### config.mk
export PLATFORM = sky130hd
export DESIGN_NAME = id_ex_stage
export DESIGN_NICKNAME = d
export VERILOG_FILES = /design/src/rtl/id_ex_stage_pkg.sv /design/src/rtl/id_ex_stage_hazard_detect.sv /design/src/rtl/id_ex_stage.sv
export SDC_FILE = /design/constraint.sdc
export NUM_CORES = 1
export LEC_CHECK = 0
export CORE_AREA = 2 2 145 147
export DETAILED_ROUTE_END_ITERATION = 6
export DIE_AREA = 0 0 147 149
export HOLD_SLACK_MARGIN = 0.06
export MAX_ROUTING_LAYER = met4
export PLACE_DENSITY_LB_ADDON = 0.25
export SYNTH_ARGS = -nofsm -noshare
export SYNTH_HDL_FRONTEND = slang
export SYNTH_SLANG_ARGS = --single-unit
### constraint.sdc
create_clock -name clk -period 1.7 [get_ports clk]
set_input_delay 0.425 -clock clk [delete_from_list [all_inputs] [get_ports clk]]
set_output_delay 0.425 -clock clk [all_outputs]
set_load 0.02 [all_outputs]
### src/rtl/id_ex_stage_pkg.sv
// Shared definitions for the ID/EX stage: control-word bit positions and register constants.
package id_ex_stage_pkg;

  localparam int CTRL_W = 9;

  // Bit positions inside the packed control word {regwrite,memread,...,aluop[1:0],valid}
  localparam int CTRL_REGWRITE = 8;
  localparam int CTRL_MEMREAD  = 7;
  localparam int CTRL_MEMWRITE = 6;
  localparam int CTRL_MEMTOREG = 5;
  localparam int CTRL_ALUSRC   = 4;
  localparam int CTRL_BRANCH   = 3;
  localparam int CTRL_ALUOP_HI = 2;
  localparam int CTRL_ALUOP_LO = 1;
  localparam int CTRL_VALID    = 0;

  localparam logic [4:0] REG_X0 = 5'd0;

endpackage

### src/rtl/id_ex_stage_hazard_detect.sv
// Combinational load-use hazard detection; a flush overrides the stall so the PC can redirect.
module hazard_detect
  import id_ex_stage_pkg::*;
(
  input  logic       ex_memread,
  input  logic       ex_valid,
  input  logic [4:0] ex_rd,
  input  logic [4:0] id_rs1,
  input  logic [4:0] id_rs2,
  input  logic       id_uses_rs2,
  input  logic       id_valid,
  input  logic       flush,
  output logic       hazard,
  output logic       pc_write,
  output logic       if_id_write
);

  logic rs1_match;
  logic rs2_match;

  assign rs1_match = (ex_rd == id_rs1);
  assign rs2_match = id_uses_rs2 && (ex_rd == id_rs2);

  // x0 is never a real producer, so a load targeting it cannot create a dependency
  assign hazard = ex_memread && ex_valid && (ex_rd != REG_X0) &&
                  (rs1_match || rs2_match) && id_valid;

  assign pc_write    = !hazard || flush;
  assign if_id_write = !hazard || flush;

endmodule

### src/rtl/id_ex_stage.sv
// ID/EX pipeline register; inserts a bubble on flush or load-use hazard and counts both.
module id_ex_stage
  import id_ex_stage_pkg::*;
#(
  parameter int XLEN      = 32,
  parameter int CNT_WIDTH = 32
) (
  input  logic                 clk,
  input  logic                 rst_n,
  input  logic [XLEN-1:0]      id_pc,
  input  logic [XLEN-1:0]      id_rs1_data,
  input  logic [XLEN-1:0]      id_rs2_data,
  input  logic [XLEN-1:0]      id_imm,
  input  logic [4:0]           id_rs1,
  input  logic [4:0]           id_rs2,
  input  logic [4:0]           id_rd,
  input  logic                 id_uses_rs2,
  input  logic [CTRL_W-1:0]    id_ctrl,
  input  logic                 flush,
  output logic [XLEN-1:0]      ex_pc,
  output logic [XLEN-1:0]      ex_rs1_data,
  output logic [XLEN-1:0]      ex_rs2_data,
  output logic [XLEN-1:0]      ex_imm,
  output logic [4:0]           ex_rs1,
  output logic [4:0]           ex_rs2,
  output logic [4:0]           ex_rd,
  output logic [CTRL_W-1:0]    ex_ctrl,
  output logic                 pc_write,
  output logic                 if_id_write,
  output logic [CNT_WIDTH-1:0] stall_cnt,
  output logic [CNT_WIDTH-1:0] flush_cnt
);

  localparam logic [CNT_WIDTH-1:0] CNT_ONE = CNT_WIDTH'(1);

  logic hazard;
  logic bubble;

  hazard_detect u_hazard_detect (
    .ex_memread  (ex_ctrl[CTRL_MEMREAD]),
    .ex_valid    (ex_ctrl[CTRL_VALID]),
    .ex_rd       (ex_rd),
    .id_rs1      (id_rs1),
    .id_rs2      (id_rs2),
    .id_uses_rs2 (id_uses_rs2),
    .id_valid    (id_ctrl[CTRL_VALID]),
    .flush       (flush),
    .hazard      (hazard),
    .pc_write    (pc_write),
    .if_id_write (if_id_write)
  );

  assign bubble = flush || hazard;

  // Data registers always load; only control and indices are squashed on a bubble
  always_ff @(posedge clk or negedge rst_n) begin
    if (!rst_n) begin
      ex_pc       <= '0;
      ex_rs1_data <= '0;
      ex_rs2_data <= '0;
      ex_imm      <= '0;
    end else begin
      ex_pc       <= id_pc;
      ex_rs1_data <= id_rs1_data;
      ex_rs2_data <= id_rs2_data;
      ex_imm      <= id_imm;
    end
  end

  // Zeroed indices keep the forwarding unit from matching on a bubble
  always_ff @(posedge clk or negedge rst_n) begin
    if (!rst_n) begin
      ex_ctrl <= '0;
      ex_rs1  <= REG_X0;
      ex_rs2  <= REG_X0;
      ex_rd   <= REG_X0;
    end else if (bubble) begin
      ex_ctrl <= '0;
      ex_rs1  <= REG_X0;
      ex_rs2  <= REG_X0;
      ex_rd   <= REG_X0;
    end else begin
      ex_ctrl <= id_ctrl;
      ex_rs1  <= id_rs1;
      ex_rs2  <= id_rs2;
      ex_rd   <= id_rd;
    end
  end

  // A simultaneous flush and hazard is accounted as a flush only
  always_ff @(posedge clk or negedge rst_n) begin
    if (!rst_n) begin
      stall_cnt <= '0;
      flush_cnt <= '0;
    end else if (flush) begin
      if (flush_cnt != '1) flush_cnt <= flush_cnt + CNT_ONE;
    end else if (hazard) begin
      if (stall_cnt != '1) stall_cnt <= stall_cnt + CNT_ONE;
    end
  end

endmodule
==> reports/summary.md, run 1 <==
The flow ran to the end, but the final reports show violations. The checks that failed: setup timing. After the first detailed-routing iteration, the DRC count stood at 150. Setup repair after global routing could not meet its margin everywhere. Entering global routing, the biggest net connects 60 pins. The most common cell after layout, fill and taps aside was sky130_fd_sc_hd__dfrtp_1. For the remaining routing DRC violations, the log shows 0. Summed over all layers, the routed wires come to 21700 um.

Relative to the synthesized area, the layout overhead comes to 80.3%. The worst setup margin is -591 ps. For met2 alone, demand over resource in global routing was 33.3%. The cell count after synthesis came out at 492. The dominant register cell in the synthesized netlist was sky130_fd_sc_hd__dfrtp_1.

Counting flops with a built-in enable in the synthesized netlist gives 0. Global routing used 20.2% of the available tracks across all layers. The worst supply voltage drop on vdd came out at 0.876 mV.

The fraction of registers with async set or reset after synthesis was 100%; the number of buffers between clock root and the deepest sink was 3. The number of nets in the synthesized netlist is 650. Summed over all cells, the static leakage comes to 6.17 nW.

For the finished layout, the period the worst path requires is 2290 ps. Summing the sequential cell areas from Yosys gives 74.8% of the chip area. The number of H-tree branching levels was 1. The die covers 21900 um2. Measured on the finished design, the core utilization comes to 63.3%. The largest family of logic cells by synthesized area is simple AND/OR/NAND/NOR gates. After detailed routing, the average wire length per cell comes to 16.9 um. The last weighted congestion value of the routability-driven placer was 0.814. For this run, global-route usage on met3 was measured as 4.89%.

Port buffering added 373 buffers. The tools report the total number of vias as 5714. The number of cells on the worst hold path was 1; the ratio of total power to cell area was 924 nW/um2. The area share of xor/xnor cells in the synthesized design was 8.61%.

The clock arrives with 8.64 ps of skew. Derived from the worst setup path, the maximum achievable clock frequency is 437 MHz. Of the cells placed in the final design, the portion with a size suffix greater than 1 is 33.0%. The first global-routing pass estimated 33400 um of wire.

TritonCTS built the clock tree. The distinct cell type count after synthesis was 38; the height of the chip was 149 um. After layout, the worst path uses 135% of the clock period. For the starting density of the core, the log shows 35.1%.

The detail-routed via count per cell was 4.46. The type of the worst min-delay path was in -> reg. The synthesized netlist devotes 1.11% of its cell area to compound gates. During I/O placement, the number of pins put on the boundary was 374.

The startpoint type of the worst setup path is a register. Headroom to the max-slew limit came out at 77.7%. The run gives 0 as the number of nets with antenna violations after routing. The hold violation total from the final report was 0.

The later-pin clock latency in the skew report came out at 500 ps. Clock-pin slew was measured on the worst setup and hold paths at 60 ps. The clock sink total is 216, and the floorplan core area is 20600 um2. In the layout the commonest cells are 180 x sky130_fd_sc_hd__dfrtp_1, 154 x sky130_fd_sc_hd__clkdlybuf4s50_1, 147 x sky130_fd_sc_hd__dlygate4sd2_1, 88 x sky130_fd_sc_hd__buf_4, 38 x sky130_fd_sc_hd__buf_2. Measured in cells, the most critical reg-to-reg path has a length of 9. Setup violations remaining at the end of the flow were counted as 41. Synthesis inferred 216 register bits. Summing the areas of all and, or, nand and nor instances in the mapped netlist gives 14.0% of the synthesized area. Of the total synthesized cell area, the portion taken by full adders, half adders and majority gates is 0.347%.

Most congested layer reported by global routing: met2. The number of slew-limit violations in the final report came out at 0. Slew at the pin with the worst max-slew slack: 334 ps.

Number of warnings reported in the yosys synthesis log: 0. The antenna diode count is 0. The kind of critical path was reg -> out. Before antenna repair, the detailed router went through 4 iterations. A synthesized cell averages 14.7 um2.

The share of the synthesized area in the top cell type was 74.8%; the total clock buffers created by CTS was 23. Along the worst path, the maximum fanout reaches 4. For the number of global-route vias before repair, the log shows 6008.

The global-route met1 utilization came out at 24.7%. The nature of the critical path endpoint was a primary output. The mux share of post-synthesis cell area was 0.156%; the worst hold slack was 356 ps. The max-capacitance violation count is 0. After synthesis, the cell types taking the most area are sky130_fd_sc_hd__dfrtp_1 75%, sky130_fd_sc_hd__xnor2_1 5.5%, sky130_fd_sc_hd__xor2_1 3.2%.

For this run the aggregate overflow at the end of global routing stands at 0. The layout net count was 1148; the cell area after technology mapping was 7220 um2. The die is 147 um wide. CTS placed an instance of sky130_fd_sc_hd__clkbuf_16 at the clock tree root.

STA puts the critical path data required time at 1270 ps. The largest total area in the synthesized netlist belongs to sky130_fd_sc_hd__dfrtp_1. In this run the core area contains 53 standard-cell rows. The number of antenna violations at the first check in global routing was 0.

Once detailed placement completed, the half-perimeter wirelength came to 16500 um. Data on the critical path arrives at its endpoint at 1870 ps. At the placement stage, the worst setup path has a slack of -943 ps.
-- synthesized netlist by cell type, drive strengths merged, types with 7 or more instances --
library cell and n:
and2 27, nand2 29, nand4 25, xor2 26
nand3 26, xnor2 45, and3 13, dfrtp 216
nor2 16, inv 7, nor3 23
-- power by group --
| group | internal (mW) | switching (mW) |
|---|---|---|
| Clock | 2.72 | 1.94 |
| Combinational | 0.960 | 0.892 |
| Sequential | 5.41 | 0.112 |
| Total | 9.09 | 2.94 |
-- worst max-delay path, stage by stage (launching register included) --
cell and delay, ps:
sky130_fd_sc_hd__dfrtp_2 450, sky130_fd_sc_hd__nor3_2 220, sky130_fd_sc_hd__a21oi_2 80, sky130_fd_sc_hd__and2b_1 180
sky130_fd_sc_hd__and2_0 130, sky130_fd_sc_hd__buf_4 150, sky130_fd_sc_hd__inv_4 50, sky130_fd_sc_hd__buf_6 110
-- cell families after synthesis --
| group | count (synthesis) |
|---|---|
| flip-flops | 216 |
| AND/OR/NAND/NOR | 177 |
| XOR/XNOR | 71 |
| buffers and inverters | 15 |
| AO/OA/AOI/OAI | 10 |
| adder cells (fa/ha/maj) | 2 |
| multiplexers | 1 |
-- through the flow --
| stage | total power [mW] | area [um2] | setup TNS, ps | std cells |
|---|---|---|---|---|
| 2_1_floorplan | 6.20 | 7410 | -3560 | 492 |
| 3_3_place_gp | 7.43 | 12200 | -28530 | 1221 |
| 3_5_place_dp | 7.46 | 12200 | -32440 | 1221 |
| 4_1_cts | 12.0 | 12700 | -4120 | 1271 |
| 5_1_grt | 12.6 | 13000 | -10330 | 1282 |
| 6_report | 12.0 | 13000 | -5100 | 1282 |
-- state kept, by name (all words and copies together) (netlist names) --
register / cells
ex_rd: 5
ex_rs2_data: 32
ex_rs1_data: 32
stall_cnt: 32
ex_rs1: 5
ex_rs2: 5
ex_ctrl: 9
ex_pc: 32
flush_cnt: 32
ex_imm: 32
-- path summary, 6_finish.rpt --
path / startpoint / end / slack [ps]
max: ex_rd[2]$_DFF_PN0_ / if_id_write / -590
min: id_pc[0] / ex_pc[0]$_DFF_PN0_ / 360
max reg2reg: ex_rd[0]$_DFF_PN0_ / stall_cnt[24]$_DFFE_PN0P_ / -250
min reg2reg: flush_cnt[2]$_DFFE_PN0P_ / flush_cnt[2]$_DFFE_PN0P_ / 500
max in group asynchronous: rst_n / stall_cnt[17]$_DFFE_PN0P_ / 740
min in group asynchronous: rst_n / ex_rs1[4]$_DFF_PN0_ / 380
-- what timing repair did --
action                     CTS  global route
hold endpoints to repair    63             0
hold buffers                 1             0
setup buffers                8            15
pin swaps                   28            32
gates resized for setup    420            82
gates cloned                 1             0
setup endpoints to repair  261           100
-- routing by layer --
| metal | routed length (um) | part of all wire [%] |
|---|---|---|
| met1 | 8610 | 40 |
| met2 | 10900 | 50 |
| met3 | 1480 | 6.8 |
| met4 | 705 | 3.3 |
| met5 | 0 | 0 |
-- area by class of cell --
cell class / count / area [um2]
clock inverters: 6 / 36.3
repair buffers: 481 / 4250
multi-input cells: 261 / 2240
clock buffers: 36 / 674
flip-flops and latches: 216 / 5450
well taps: 275 / 344
inverters: 7 / 28.8
fillers: 1632 / 7540
Power figures use the tool's default switching activity.
==> inputs of run 2 (changes only) <==
--- a/config.mk
+++ b/config.mk
@@ -13,4 +13,5 @@
 export PLACE_DENSITY_LB_ADDON = 0.25
 export SYNTH_ARGS = -nofsm -noshare
 export SYNTH_HDL_FRONTEND = slang
+export SYNTH_HIERARCHICAL = 1
 export SYNTH_SLANG_ARGS = --single-unit
==> constraint.sdc (replaced) <==
create_clock -name clk -period 2.71 [get_ports clk]
set_input_delay 0.6775 -clock clk [delete_from_list [all_inputs] [get_ports clk]]
set_output_delay 0.6775 -clock clk [all_outputs]
set_load 0.02 [all_outputs]
==> run 2 against run 1 <==
Net effect:
- the run still ends with setup timing left
- sequential power shrank 36%
- area after synthesis grew 0.26%
- setup slack gained 370 ps
- sequential share of layout area grew 2.0 points
- synthesized cell count shrank 3.0%
- non-clock buffer count shrank 84
- core utilization shrank 3.3 points
- die area is the same
- power shrank 36%
- critical path depth shrank 2
- flip-flop and latch count is the same
- critical path type unchanged
- largest power group unchanged
==> reports/summary.md, run 2 <==
The count of state elements after synthesis works out to 216 (unchanged). The number of top-level pins was 374 (unchanged). The logs give 0 (-1) for the number of hold buffers added after CTS and 15600 um (-5.4%) for the detailed placer's ending HPWL. For the total number of vias, the log shows 5366 (-6.1%). The average cell area after synthesis is 15.2 um2 (+3.4%), and the number of global-route vias before repair is 5595 (-6.9%).

Remaining routing DRC violations: 0 (unchanged). The startpoint type of the worst setup path is a register. The kind of critical path was reg -> out. The height of the chip works out to 149 um (unchanged). The count of filler cells inserted in the layout is 1618 (-0.86%), and the sequential cell area is 5410 um2 (-0.76%). The tightest min-delay check is of the in -> async type. CTS root buffer: sky130_fd_sc_hd__clkbuf_16.

The distinct cell type count after synthesis came out at 45 (+18%). The number of design-rule violations left by the first detailed-router iteration came out at 204 (+36%). The area after detailed placement was 11500 um2 (-5.3%); the final-report setup violation count was 2 (-95%). The max-capacitance violation count is 0 (unchanged).

The share of the core filled with cells in the final layout was 60.0% (-3.3 points). The tools report the worst path required time as 2030 ps (+760 ps). The number of rows created at floorplan is 53 (unchanged), and the number of antenna violations at the first check in global routing is 1 (+1). The area share of xor/xnor cells in the synthesized design is 8.57% (-0.040 points). Setup repair after global routing could not meet its margin everywhere. For the total power of the final layout, the log shows 7.68 mW (-36%). The part of the cycle the worst path needs works out to 108%. Based on the critical path, the design can be clocked at up to 341 MHz. The worst path needs 2930 ps of the cycle, external delays included. Worst supply voltage drop on vdd: 0.514 mV (-41%). The hold violation total from the final report came out at 0 (unchanged).

The most common cell after layout, fill and taps aside was sky130_fd_sc_hd__clkdlybuf4s50_1. The first-pass GRT wire length is 31600 um (-5.3%), and the number of slew-limit violations in the final report is 0 (unchanged). TritonCTS built the clock tree. Critical-path cell with the highest stage delay: sky130_fd_sc_hd__or4_4. The total clock buffers created by CTS is 23 (unchanged).

Share of the synthesized area in the top cell type: 74.7% (-0.19 points). The mux share of post-synthesis cell area came out at 0.311% (+0.16 points). The relative slew slack came out at 58.2% (-20 points).

The total area of multi-input combinational cells was 1850 um2 (-18%); the floorplan core area was 20600 um2 (unchanged). After synthesis, the largest family of logic cells by area is simple AND/OR/NAND/NOR gates. The run gives 110 ps (+360 ps) as the reg2reg setup slack.

For the starting density of the core, the log shows 35.2% (+0.091 points). The layout net count is 1052 (-8.4%). The maximum net fanout on the critical path was 2 (-2); the post-synthesis to final-layout area growth was 70.4%.

The tools report the number of warnings reported in the yosys synthesis log as 6 (+6). The slew at the pin with the worst max-slew slack came out at 621 ps (+288 ps). The compound-gate portion of the synthesized area was 1.59% (+0.48 points); the iteration count of the initial detailed-routing pass was 4 (unchanged). The tools report the number of nets with antenna violations after routing as 0 (unchanged). The number of H-tree branching levels is 1 (unchanged), and the fraction of registers with async set or reset after synthesis is 100% (unchanged). The share of the yosys chip area belonging to registers was 74.7% (-0.19 points). The worst setup margin came out at -220 ps (+371 ps).

Nature of the critical path endpoint: a primary output. The reported leakage power is 5.30 nW (-14%). In the synthesized netlist, the cells that appear most often are 216 x sky130_fd_sc_hd__dfrtp_1, 42 x sky130_fd_sc_hd__xnor2_1, 28 x sky130_fd_sc_hd__nand3_1. The detail-routed via count per cell came out at 4.53 (+1.6%). The arithmetic-cell share of the synthesized area counting full adders, half adders and majority gates is 0.346% (-0.00090 points), and the overall overflow remaining after global route is 0 (unchanged). The share of cells above drive strength 1 is 10.2% (-23 points).

The area of the die was 21900 um2 (unchanged); the post-layout instance area was 12300 um2 (-5.2%). Quantity of I/O buffers inserted on ports: 373 (unchanged). The number of buffer and inverter stages on the critical path came out at 1 (-2). Simple-gate share of the synthesized area: 14.1% (+0.12 points).

Synthesized netlist net count: 635 (-2.3%). The per-cell routed wire length is 17.2 um (+1.9%), and the cell area after technology mapping is 7240 um2 (+0.26%). Ranked by total cell area, the synthesized netlist is headed by sky130_fd_sc_hd__dfrtp_1 75%, sky130_fd_sc_hd__xnor2_1 5.1%, sky130_fd_sc_hd__xor2_1 3.3%. The last weighted congestion value of the routability-driven placer is 0.838 (+3.0%), and the number of enable-type register cells in the synthesized netlist is 0 (unchanged). The logs give 3 (unchanged) for the number of buffers between clock root and the deepest sink and 20400 um (-5.8%) for the final routed wirelength across all metal layers.

The signal on the critical path passes through xor2_1 -> nor4_2 -> a32oi_2 -> or4_4 -> buf_6. In the layout the commonest cells are 366 x sky130_fd_sc_hd__clkdlybuf4s50_1, 213 x sky130_fd_sc_hd__dfrtp_1, 42 x sky130_fd_sc_hd__xnor2_1, 28 x sky130_fd_sc_hd__nand3_1, 27 x sky130_fd_sc_hd__xor2_1. The ratio of total power to cell area came out at 622 nW/um2 (-33%). The synthesized design spends more area on one cell type than any other, namely sky130_fd_sc_hd__dfrtp_1.

The logs give 2250 ps (+380 ps) for the worst path arrival time and 477 (-3.0%) for the number of standard cells after synthesis. Later-pin clock latency in the skew report: 500 ps (about the same). The most used standard cell by instance count after synthesis is sky130_fd_sc_hd__dfrtp_1.

The clock skew after layout came out at 7.82 ps (-0.814 ps). The checks that failed: setup timing. Pin count of the biggest net entering global routing: 68 (+13%). The run finished, with violations left. In this design, the largest share of critical-path delay is due to simple AND/OR/NAND/NOR gates. The most used flip-flop cell after synthesis is sky130_fd_sc_hd__dfrtp_1. For the clock sink total, the log shows 216 (unchanged). The global-route usage over all layers is 19.1% (-1.0 points). The die width is 147 um (unchanged), and the delay contributed by the slowest stage of the critical path is 480 ps (+30 ps). The clock transition at the registers of the reported paths is 60 ps (about the same).
==> run 2: path summary, 6_finish.rpt <==
check,from,to,depth (start not counted)
max in group asynchronous,rst_n,ex_rs1_data[10]$_DFF_PN0_,2
max reg2reg,ex_rd[1]$_DFF_PN0_,stall_cnt[27]$_DFFE_PN0P_,11
max,ex_rd[1]$_DFF_PN0_,pc_write,5
min in group clk,flush_cnt[15]$_DFFE_PN0P_,flush_cnt[15]$_DFFE_PN0P_,1
min reg2reg,flush_cnt[15]$_DFFE_PN0P_,flush_cnt[15]$_DFFE_PN0P_,1
min,rst_n,flush_cnt[20]$_DFFE_PN0P_,1
==> run 2: layout make-up <==
| class | instances | share of cell area (%) |
|---|---|---|
| diodes | 1 | 0.0203 |
| clock buffers | 33 | 5.46 |
| clock inverters | 7 | 0.791 |
| inverters | 2 | 0.0608 |
| multi-input cells | 254 | 15.0 |
| flip-flops and latches | 216 | 43.8 |
| well taps | 275 | 2.79 |
| repair buffers | 397 | 32.1 |
==> run 2: through the flow <==
stage                     instances  setup slack (ps)  setup TNS, ps  hold slack (ps)
final                          1185              -220           -439              128
after CTS                      1184              -243           -485              123
after floorplan                 477              68.5              0              382
after global routing           1185              -283           -578              157
after detailed placement       1142              -887         -16300              489
after global placement         1142              -874         -13930              483
==> run 2: cell families (layout without fill, tap and decap cells) <==
kind of cell             count (synthesis)  after routing
AND/OR/NAND/NOR                        165            165
other                                    0              1
multiplexers                             2              2
adder cells (fa/ha/maj)                  2              2
flip-flops                             216            216
AO/OA/AOI/OAI                           15             15
buffers and inverters                    7            439
XOR/XNOR                                70             70
==> run 2: layer usage <==
layer,up-vias,share of wire [%],wire length (um),global-route usage [%]
met3,49,9.4,1920,6.09
met4,0,3.1,626,6.11
met5,-,0,0,-
met2,266,50,10200,31.7
met1,2587,37,7640,22.4
li1,2464,-,-,-
==> run 2: power breakdown <==
part	switching (mW)	leakage, nW	total, mW	internal (mW)
Clock	1.23	0.373	3.15	1.92
Sequential	0.115	2.67	3.51	3.39
Combinational	0.465	2.26	1.02	0.558
==> run 2: worst register-to-register path: stages (launching register included) <==
cell and delay, ps:
sky130_fd_sc_hd__dfrtp_2 440, sky130_fd_sc_hd__xor2_1 180, sky130_fd_sc_hd__nor4_2 310, sky130_fd_sc_hd__a32oi_2 200, sky130_fd_sc_hd__buf_4 180, sky130_fd_sc_hd__nor3_4 170, sky130_fd_sc_hd__nor2b_4 220, sky130_fd_sc_hd__nand4_1 170
sky130_fd_sc_hd__a21oi_2 190, sky130_fd_sc_hd__buf_6 150, sky130_fd_sc_hd__nand4_1 110, sky130_fd_sc_hd__xnor2_1 170
==> run 2: repair_timing <==
action,4_1_cts,5_1_grt
setup buffers,2,1
pin swaps,4,4
setup endpoints to repair,10,20
resized for setup,19,9
